File: src/rtl/fp_expand_acc_pkg.sv
// fp_expand_acc_pkg: widths and limits shared with the floating-point converter.
package fp_expand_acc_pkg;
  localparam int EXP_W = 3;
  localparam int SIG_W = 4;
  localparam int VAL_W = 12;
  localparam int MAG_W = 11;
  localparam int MAG_MAX = 1920;
endpackage

File: src/rtl/fp_decode.sv
// fp_decode: combinational sign/shift expansion of a tiny float into a signed integer.
module fp_decode
  import fp_expand_acc_pkg::*;
(
  input  logic             s_i,
  input  logic [EXP_W-1:0] e_i,
  input  logic [SIG_W-1:0] f_i,
  output logic [VAL_W-1:0] val_o
);
  logic [MAG_W-1:0] mag;
  always_comb begin
    mag = MAG_W'(f_i) << e_i;
    val_o = s_i ? -{1'b0, mag} : {1'b0, mag};
  end
endmodule

File: src/rtl/fp_expand_acc.sv
// fp_expand_acc: decodes tiny floats, then accumulates WINDOW samples into a
// saturating signed window sum.
module fp_expand_acc
  import fp_expand_acc_pkg::*;
#(
  parameter int WINDOW = 8,
  parameter int ACC_W  = 16
) (
  input  logic             clk,
  input  logic             rst,
  input  logic             clr,
  input  logic             in_valid,
  input  logic             in_s,
  input  logic [EXP_W-1:0] in_e,
  input  logic [SIG_W-1:0] in_f,
  output logic [VAL_W-1:0] val_out,
  output logic             val_valid,
  output logic [ACC_W-1:0] sum_out,
  output logic             sum_valid,
  output logic             sum_sat,
  output logic [7:0]       cnt
);
  logic [VAL_W-1:0] dec, val_q, val_d;
  logic             vv_q, vv_d;
  logic [ACC_W-1:0] acc_q, acc_d, sum_q, sum_d, sum_c;
  logic [7:0]       cnt_q, cnt_d;
  logic             sat_q, sat_d, ss_q, ss_d, sv_q, sv_d;
  logic [ACC_W:0]   sum_w;
  logic             ovf, take, done;
  fp_decode u_dec (
    .s_i  (in_s),
    .e_i  (in_e),
    .f_i  (in_f),
    .val_o(dec)
  );
  // One extra bit of headroom makes overflow visible as a mismatch of the top two bits.
  always_comb begin
    sum_w = {acc_q[ACC_W-1], acc_q} + {{(ACC_W+1-VAL_W){val_q[VAL_W-1]}}, val_q};
    ovf = sum_w[ACC_W] ^ sum_w[ACC_W-1];
    sum_c = ovf ? {sum_w[ACC_W], {(ACC_W-1){~sum_w[ACC_W]}}} : sum_w[ACC_W-1:0];
    take = vv_q && !clr;
    done = take && (cnt_q == 8'(WINDOW - 1));
    vv_d = in_valid && !clr;
    val_d = vv_d ? dec : val_q;
    acc_d = (clr || done) ? '0 : take ? sum_c : acc_q;
    cnt_d = (clr || done) ? '0 : take ? cnt_q + 8'd1 : cnt_q;
    sat_d = (clr || done) ? 1'b0 : sat_q | (take & ovf);
    sum_d = done ? sum_c : sum_q;
    ss_d = done ? (sat_q | ovf) : ss_q;
    sv_d = done;
  end
  always_ff @(posedge clk) begin
    if (rst) begin
      val_q <= '0;
      vv_q  <= 1'b0;
      acc_q <= '0;
      cnt_q <= '0;
      sat_q <= 1'b0;
      sum_q <= '0;
      ss_q  <= 1'b0;
      sv_q  <= 1'b0;
    end else begin
      val_q <= val_d;
      vv_q  <= vv_d;
      acc_q <= acc_d;
      cnt_q <= cnt_d;
      sat_q <= sat_d;
      sum_q <= sum_d;
      ss_q  <= ss_d;
      sv_q  <= sv_d;
    end
  end
  assign val_out   = val_q;
  assign val_valid = vv_q;
  assign sum_out   = sum_q;
  assign sum_valid = sv_q;
  assign sum_sat   = ss_q;
  assign cnt       = cnt_q;
endmodule
File: config.mk
export PLATFORM = sky130hd
export DESIGN_NAME = fp_expand_acc
export DESIGN_NICKNAME = d
export VERILOG_FILES = /design/src/rtl/fp_expand_acc_pkg.sv /design/src/rtl/fp_decode.sv /design/src/rtl/fp_expand_acc.sv
export SDC_FILE = /design/constraint.sdc
export NUM_CORES = 1
export LEC_CHECK = 0
export ABC_AREA = 0
export ABC_CLOCK_PERIOD_IN_PS = 5900
export BUFFER_PORTS_ARGS = -buffer_cell sky130_fd_sc_hd__buf_2
export CAP_MARGIN = 20
export CORE_MARGIN = 2
export CORE_UTILIZATION = 55
export DETAILED_ROUTE_END_ITERATION = 16
export GPL_TIMING_DRIVEN = 1
export PLACE_DENSITY_LB_ADDON = 0.3
export SLEW_MARGIN = 20
export SYNTH_ARGS = -nofsm -noshare
export SYNTH_HDL_FRONTEND = slang
export SYNTH_SLANG_ARGS = --single-unit
File: constraint.sdc
create_clock -name clk -period 5.9 [get_ports clk]
set_input_delay 0.295 -clock clk [delete_from_list [all_inputs] [get_ports clk]]
set_output_delay 0.295 -clock clk [all_outputs]
set_load 0.02 [all_outputs]
Yosys cells after proc, flatten, opt, wreduce, memory -nomap -nowiden. Cells that the tools add are included. W data, S select, Z words.

Reductions and logical operators: 6. Add/subtract/negate cells: 3. Eq/ne operators: 1. Bitwise logic cells: 5. Multiplexer cells: 2. Shift-type cells: 1.

Operators by type and width (count): $add A16 B12 Y17 (1); $mux W16 (1); $mux W12 (1); $neg A11 Y12 (1); $shl A4 B3 Y11 (1); $add A8 B1 Y8 const B (1); $eq A8 B3 Y1 const B (1); $logic_and A1 B1 Y1 (3); $or A1 B1 Y1 (2); $reduce_or A2 Y1 (1); $and A1 B1 Y1 (1); $logic_not A1 Y1 (1); $logic_or A1 B1 Y1 (1); $not A1 Y1 (1); $xor A1 B1 Y1 (1).

Register bits after elaboration: 56. Output and inout bits: 39. Bits of input ports: 12. Logic and storage cells: 26.

Depth between registers and ports, before layout. Gate-level depths: netlist of the first run.

Depth after elaboration: 5. Mapped depth: 11. Mapped depth without buffers: 10.

Cells and area by module. A second synthesis of the first run with hierarchy kept.

Cells, all modules: 457. Area total of the unflattened synthesis: 3672.3 um^2.

Modules (own cells, without submodules): fp_expand_acc (sequential area each 1121.1 um^2, times used 1, cells each 361, area each 3054.2 um^2); fp_decode (sequential area each 0.0 um^2, times used 1, cells each 96, area each 618.1 um^2).

Worst setup path before layout of the first run. No wires, ideal clock.

Kind: register -> register. Start: register val_q[0], in the netlist val_out[0]. End: register acc_q[1]. Period minus slack after synthesis: 2648 ps. Path slack: 3252 ps. Library setup time: 86 ps. Buffers on the path: 1. Data required time: 5814 ps. Data arrival time: 2563 ps. Stages on the path, launching flop included: 12. Path through: dfxtp_1 -> ha_1 -> inv_1 -> fa_1 -> nand2b_1 -> a21oi_1 -> o21ai_1 -> a211oi_1 -> o31a_1 -> buf_2 -> a311oi_1 -> a211oi_1.

Longest elaborated chain between the ends: 3. Elaborated cells on any way between the ends: 4. Classes of those cells: 1 x add/sub; 1 x mux; 2 x bitwise.

RTL lines: start, declared (line fp_expand_acc.sv:23) `logic [VAL_W-1:0] dec, val_q, val_d;`; start signal, assigned (line fp_expand_acc.sv:63) `val_q <= val_d;`; $add A16 B12 Y17 (*) (line fp_expand_acc.sv:38) `sum_w = {acc_q[ACC_W-1], acc_q} + {{(ACC_W+1-VAL_W){val_q[VAL_W-1]}}, val_q};`; $xor A1 B1 Y1 / $not A1 Y1 (equally long branches) (line fp_expand_acc.sv:39, fp_expand_acc.sv:40); $mux W16 (*) (line fp_expand_acc.sv:40) `sum_c = ovf ? {sum_w[ACC_W], {(ACC_W-1){~sum_w[ACC_W]}}} : sum_w[ACC_W-1:0];`; end signal, assigned (line fp_expand_acc.sv:56) `acc_q <= '0;`; end signal, assigned (line fp_expand_acc.sv:65) `acc_q <= acc_d;`; end, declared (line fp_expand_acc.sv:25) `logic [ACC_W-1:0] acc_q, acc_d, sum_q, sum_d, sum_c;`.

Mark *: on every way between the ends. The rest lies on a longest branch, timed or not. A chain may end at the register's enable or synchronous reset.

Worst setup path in the final report of the first run.
Start: register val_q[0], in the netlist val_out[0]. End: register acc_q[9].

Same word-level chain as after synthesis.

==> run metrics, run 1 <==
status finished clean; #FFs+latches synth 56; via count 3561; GPL Wtd Cong 0.9426; CP Data Required Time 6.14 ns; clock slew at the register clock pins of the worst setup and hold paths 0.11 ns; Final Instance Count excl. Fillers 585; FFs w/ async S/R, synth 0; # DRC 0; Post-DP HPWL 6705 um; Max Freq 323.0 MHz; root buffer cell clkbuf_8; Vias per Instance 6.087; CP max stage delay 0.40 ns; ant diodes 0; switching pwr 0.2246 mW; P_int 0.5587 mW; Total GRT Usage 0.2534; pre-CTS setup slack 2.862 ns; Area Overhead vs Synth 9.118%; die area 7435 um^2; Critical Path Source val_out[0]; number of synthesized flops with an enable pin 0; post-synthesis sequential area ratio 0.3015; hold_buf cts 0; power per cell area 193.0 nW/um^2; Placed Area 3946 um^2; total CTS buffers 5; peak supply drop 0.09043 mV; Setup CP Type reg2reg; synthesized area 3719 um^2; initial antenna violation count 0; fin crit period 3.096 ns; Worst path top cell family by delay compound AO/OA/AOI/OAI gates; Post-Syn Area per Cell 7.763 um^2; Initial DRT Pass Iterations 5; commonest non-fill, non-tap cell in the layout dfxtp_1; Synth Net Count 510; startpoint types flip-flop; nets@finish 538; Synth Instances 479; most frequent cells in the layout dfxtp_1, nand2_1, buf_2; WL per Instance 15.41 um; Logic pwr share 0.175; final instance area 4058 um^2; Die X 86.23 um; Yosys cell types 54; hold path start clr; Post-synth top flop dfxtp_1; sw frac 0.2867; Slew HR 0.3528; Slowest-stage cell, CP fa_1; GRT overflow 0; Reg2Reg Launch Point val_out[0]; Arr. time, crit path 3.33 ns; port bufs 50; Max Cap Violations 0; RSZ-0062 raised after global routing no; maximum fanout along the worst path 42; number of global-route vias before repair 3244; largest net degree at the start of global routing 43; critical-path cell list ha_1 > inv_1 > fa_1 > nand2b_1 > a21oi_1 > o21ai_1 > a211oi_1 > o31a_1 > buf_4 > nand3_2 > o211ai_1; Final period util 0.5247; IO Count 51; HP Class in2reg; Critical Path End Type flip-flop; Leakage 1.773 nW; DRT iter0 DRCs 177; CTS Sinks 56; Final Max Slew Viols 0; Max clock buf depth 2; # fillers 599; setup ws final 2.804 ns; layout cells sized above 1 0.1437; CP Buf/Inv Count 2; post-route antenna net violation count 0; Post-CTS Resized 0; CTS tree done; skew final 0.01428 ns; dpl cells 577; H-tree Lvls 2; Post-CTS Setup Inserts 0; clock network power share 0.327; Hold Violations, Final 0; clk_lat worst skew 0.32 ns; chip height 86.23 um; Detailed Route WL 9015 um; worst-margin pin slew 0.9673 ns; Setup violations, final 0; global-route wire length before repair 15280 um; total negative slack 0 ns; core box area 6459 um^2; yosys warns 0; Initial Util 0.5757; row count 29; Flop pwr share 0.498
==> stage by stage <==
| step | power [mW] | utilization | hold WS, ns |
|---|---|---|---|
| after floorplan | 0.5039 | - | 0.3743 |
| after global placement | 0.5311 | 0.6110 | 0.4622 |
| after detailed placement | 0.5348 | 0.6110 | 0.4631 |
| after CTS | 0.7876 | 0.6282 | 0.2130 |
| after global routing | 0.8195 | 0.6282 | 0.2344 |
| final | 0.7833 | 0.6282 | 0.2194 |
==> sequential cells by signal, summed over array words and instances, names as in the netlist <==
signal,count
sum_sat,1
acc_q,16
sum_out,16
val_valid,1
sum_valid,1
val_out,12
sat_q,1
cnt,8
==> area by class of cell <==
type	count	area, um^2	area share
Tap cell	77	96.34	0.02374
Clock inverter	2	38.79	0.009559
Multi-Input combinational cell	376	2404	0.5924
Clock buffer	6	72.57	0.01788
Timing Repair Buffer	52	265.3	0.06537
Sequential cell	56	1121	0.2763
Inverter	16	60.06	0.01480
==> power by group through the flow <==
stage	registers, mW	clock network, mW	logic, mW
finish	0.390	0.256	0.137
global route	0.391	0.275	0.153
CTS	0.390	0.261	0.136
detailed placement	0.399	0	0.136
global placement	0.399	0	0.132
floorplan	0.404	0	0.100
==> kinds of logic after synthesis <==
| logic type | Yosys count | synth area share |
|---|---|---|
| XOR/XNOR | 29 | 0.06830 |
| buffers and inverters | 47 | 0.05215 |
| AO/OA/AOI/OAI | 164 | 0.2931 |
| flip-flops | 56 | 0.3015 |
| adder cells (fa/ha/maj) | 20 | 0.06864 |
| AND/OR/NAND/NOR | 158 | 0.2029 |
| multiplexers | 5 | 0.01346 |
==> layer usage <==
layer	vias up	part of all wire	routed length, um	global-route usage
li1	1791	-	-	-
met1	1637	0.46	4182	0.3551
met2	115	0.46	4174	0.4094
met3	18	0.054	484	0.04190
met4	0	0.019	174	0.06250
met5	-	0	0	0
==> synthesized netlist by cell type, drive strengths merged (13+ instances only) <==
cell / count / area share
o211ai: 16 / 0.046
inv: 16 / 0.016
o21ai: 44 / 0.060
nor2: 37 / 0.037
clkbuf: 20 / 0.020
ha: 18 / 0.061
nand3: 18 / 0.026
a211oi: 17 / 0.036
dfxtp: 56 / 0.30
a21oi: 46 / 0.062
xor2: 13 / 0.031
xnor2: 16 / 0.038
nand2: 52 / 0.052
==> worst paths after layout <==
kind	end	slack [ns]	depth (start not counted)
hold reg to reg	val_out[6]	0.48	2
setup / recovery	acc_q[9]	2.80	11
hold / removal	cnt[4]	0.22	2
setup reg to reg	acc_q[9]	2.80	11
No activity file was read; power rests on OpenSTA's default activity.
==> inputs of run 2 (changes only) <==
- ABC_CLOCK_PERIOD_IN_PS: 5900 -> 2600
- CORE_UTILIZATION: 55 -> 52
- clock period: 5.9 -> 2.6 ns (I/O delays scaled with it)
==> run 2 against run 1 <==
Against the previous run: largest cell class unchanged; routed wire length is 9.5% higher; highest routed layer unchanged; sequential power is 130% higher; clock-buffer cell count stayed put; hold slack worse by 0.15 ns; total power is 140% higher; largest power group unchanged; combinational power grew to 2.7 times the previous value; worst setup slack worse by 2.7 ns.
==> run metrics, run 2 (same netlist as run 1, synthesis figures left out) <==
status finished clean; Area Overhead vs Synth 22.21%; Arr. time, crit path 2.71 ns; Vias per Instance 5.893; CTS tree done; # DRC 0; total CTS buffers 5; layout cells sized above 1 0.2472; total negative slack 0 ns; Final Instance Count excl. Fillers 638; CP Data Required Time 2.79 ns; number of global-route vias before repair 3364; Power Total 1.873 mW; setup ws final 0.07360 ns; peak supply drop 0.2657 mV; Slew HR 0.4016; post-route antenna net violation count 0; Setup violations, final 0; worst-margin pin slew 0.8944 ns; Detailed Route WL 9873 um; Final period util 0.9717; Die X 88.57 um; skew final 0.01673 ns; Max Freq 395.8 MHz; via count 3760; clk_lat worst skew 0.32 ns; final core occ 0.6616; core box area 6869 um^2; clock slew at the register clock pins of the worst setup and hold paths 0.10 ns; HP Class in2reg; GPL Wtd Cong 0.9412; die area 7844 um^2; Final Max Slew Viols 0; FF-to-FF End acc_q[2]; Critical Path Source val_out[6]; WL per Instance 15.47 um; chip height 88.57 um; Hold Violations, Final 0; root buffer cell clkbuf_8; pre-CTS setup slack -0.1266 ns; initial antenna violation count 0; commonest non-fill, non-tap cell in the layout dfxtp_1; Initial Util 0.5413; Setup CP Type reg2reg; maximum fanout along the worst path 5; GRT overflow 0; startpoint types flip-flop; Placed Area 4202 um^2; Max clock buf depth 2; crit path to acc_q[2]; Initial DRT Pass Iterations 5; nets@finish 572; Max Cap Violations 0; H-tree Lvls 2; largest net degree at the start of global routing 24; IO Count 51; Critical Path End Type flip-flop; row count 30; dpl cells 625; RSZ-0062 raised after global routing yes; smallest hold slack 0.06728 ns; final instance area 4544 um^2; hold_buf cts 0; CTS Sinks 56; most frequent cells in the layout dfxtp_1, nand2_1, buf_2; power per cell area 412.2 nW/um^2; FF-to-FF path depth 9; ant diodes 0; Reg2Reg Launch Point val_out[6]; fin crit period 2.526 ns; port bufs 50; r2r setup slk 0.07 ns; Total GRT Usage 0.2488; hold path start clr; DRT iter0 DRCs 173; Leakage 1.982 nW; global-route wire length before repair 15730 um; Post-DP HPWL 7113 um
run 2: power by group:
part | internal, mW | leakage (nW) | switching, mW
clock network | 0.316 | 0.0614 | 0.302
registers | 0.872 | 0.454 | 0.0149
logic | 0.144 | 1.47 | 0.225
total | 1.33 | 1.98 | 0.542
run 2: worst max-delay path, cell delays in order (launching register included):
cell	delay, ns
dfxtp_1	0.33
ha_1	0.33
a21oi_1	0.23
o211ai_1	0.15
a211o_1	0.35
o2111a_1	0.29
a211o_4	0.32
buf_4	0.16
o211ai_2	0.15
nand3_1	0.09
run 2: worst min-delay path by stage:
| stage | end | cells past startpoint |
|---|---|---|
| finish | cnt[4] | 2 |
| global route | cnt[4] | 2 |
| CTS | cnt[4] | 2 |
| detailed placement | cnt[2] | 2 |
| global placement | cnt[4] | 2 |
| floorplan | cnt[2] | 1 |
run 2: final cells by class:
cell class	instances	area [um^2]
clock buffers	6	82.58
clock inverters	2	38.79
fillers	582	2325
inverters	16	60.06
multi-input cells	376	2572
flip-flops and latches	56	1125
well taps	96	120.1
repair buffers	86	545.5
run 2: repair_timing:
action / in CTS / in global routing
pin swaps: 4 / 15
setup buffers: 3 / 2
endpoints found under the setup margin: 22 / 34
hold endpoints to repair: 0 / 0
cloned: 0 / 0
gates resized for setup: 8 / 26
run 2: routing by layer:
metal,global-route usage,routed length (um),vias to the layer above
met2,0.4060,4787,107
met3,0.03638,487,24
met1,0.3413,4430,1772
li1,-,-,1857
met5,0,0,-
met4,0.07576,167,0
==> inputs of run 3 (changes only) <==
- CORE_MARGIN: 2 -> 1.5
- PLACE_DENSITY: unset -> 0.83
- PLACE_DENSITY_LB_ADDON: 0.3 -> unset
==> run 3 against run 2 <==
Against the previous run: sequential power about the same; clock skew decreased by 0.0055 ns; worst setup slack got worse by 0.065 ns; clock power increased by 8.9%; die area decreased by 2.2%; fmax decreased by 2.5%; sequential share of layout area decreased by 0.26 points; final cell count increased by 0.47%; clock-buffer cell count decreased by 1; via count increased by 3.9%; global-route usage increased by 2.0 points; critical path type unchanged; largest cell class unchanged; largest power group unchanged.
==> run metrics, run 3 (same netlist as run 1, synthesis figures left out) <==
Leakage 1.995 nW; Arr. time, crit path 2.79 ns; row count 30; peak supply drop 0.2436 mV; root buffer cell clkbuf_8; GPL Wtd Cong 0.9303; Max Cap Violations 0; RSZ-0062 raised after global routing yes; Die X 87.57 um; # DRC 0; DRT iter0 DRCs 274; nets@finish 576; clock slew at the register clock pins of the worst setup and hold paths 0.10 ns; WL per Instance 16.74 um; post-route antenna net violation count 0; pre-CTS setup slack -0.1372 ns; via count 3907; global-route wire length before repair 16500 um; Final period util 0.9968; Post-DP HPWL 7228 um; Initial DRT Pass Iterations 7; Final Max Slew Viols 0; CP Data Required Time 2.80 ns; Logic pwr share 0.200; worst-margin pin slew 0.9390 ns; total negative slack 0 ns; CTS tree done; Area Overhead vs Synth 24.33%; setup ws final 0.008359 ns; Initial Util 0.5413; clk_lat worst skew 0.32 ns; Flop pwr share 0.455; Detailed Route WL 10730 um; clock network power share 0.345; initial antenna violation count 0; chip height 87.57 um; GR peak layer met2; Slew HR 0.3717; Total GRT Usage 0.2692; ant diodes 0; total CTS buffers 5; H-tree Lvls 2; skew final 0.01121 ns; Max clock buf depth 2; hold path start clr; hold_buf cts 0; largest net degree at the start of global routing 23; Critical Path End Type flip-flop; GRT overflow 0; Power Total 1.949 mW; M2 GR Usage 0.4531; commonest non-fill, non-tap cell in the layout nand2_1; Reg2Reg Launch Point val_out[9]; Max Freq 385.9 MHz; layout cells sized above 1 0.2514; switching pwr 0.5417 mW; most frequent cells in the layout nand2_1, buf_2, dfxtp_1; die area 7668 um^2; Vias per Instance 6.095; GRT met3 Usage 0.05184; final core occ 0.6730; CTS Sinks 56; Critical Path Source val_out[9]; P_int 1.407 mW; Setup CP Type reg2reg; HP Class in2reg; number of global-route vias before repair 3458; power per cell area 421.5 nW/um^2; Hold Violations, Final 0; IO Count 51; sw frac 0.2780; fin crit period 2.592 ns; met1 usage 0.3501; core box area 6869 um^2; maximum fanout along the worst path 8; port bufs 50; startpoint types flip-flop; status finished clean; Setup violations, final 0
-- run 3: final cells by class --
class                      count  area, um^2
tap                           96       120.1
clock buffer                   5       68.82
multi-input combinational    376        2570
clock inverter                 2       60.06
fill                         557        2246
inverter                      16       60.06
sequential                    56        1132
timing repair buffer          90       611.8
-- run 3: worst max-delay path, stage by stage, from the launching register on --
cell	delay [ns]
dfxtp_2	0.36
ha_4	0.26
a21oi_1	0.17
o21ai_0	0.20
nor4_2	0.43
a211oi_2	0.15
o31a_1	0.32
buf_6	0.18
clkbuf_16	0.17
o211ai_2	0.15
nand3_1	0.08
-- run 3: what timing repair did --
| action | in CTS | in global routing |
|---|---|---|
| gates cloned | 0 | 1 |
| pin swaps | 9 | 19 |
| setup endpoints to repair | 28 | 32 |
| setup buffers | 3 | 9 |
| resized for setup | 10 | 36 |
-- run 3: metrics by stage --
step,instance area (um^2),cells,hold slack (ns)
floorplan,3720,479,0.2093
global placement,4172,621,0.3938
detailed placement,4172,621,0.4043
CTS,4372,631,0.06786
global route,4623,641,0.08002
finish,4623,641,0.06629
-- run 3: routing by layer --
layer  vias to the layer above  wire (um)
met3                        46        612
met2                       175       5365
li1                       1865          -
met4                         0        309
met1                      1821       4444
met5                         -          0
-- run 3: final timing paths --
kind / slack [ns] / end / depth (start not counted)
setup / recovery: 0.008 / acc_q[10] / 10
hold / removal: 0.07 / cnt[4] / 2
setup reg to reg: 0.008 / acc_q[10] / 10
hold reg to reg: 0.49 / acc_q[2] / 2
-- run 3: power groups by stage --
stage                     Combinational [mW]  Sequential (mW)  Clock (mW)
after detailed placement               0.341            0.904           0
final                                  0.389            0.887       0.672
after CTS                              0.350            0.885       0.670
after global placement                 0.331            0.904           0
after floorplan                        0.227            0.916           0
after global routing                   0.424            0.889       0.703
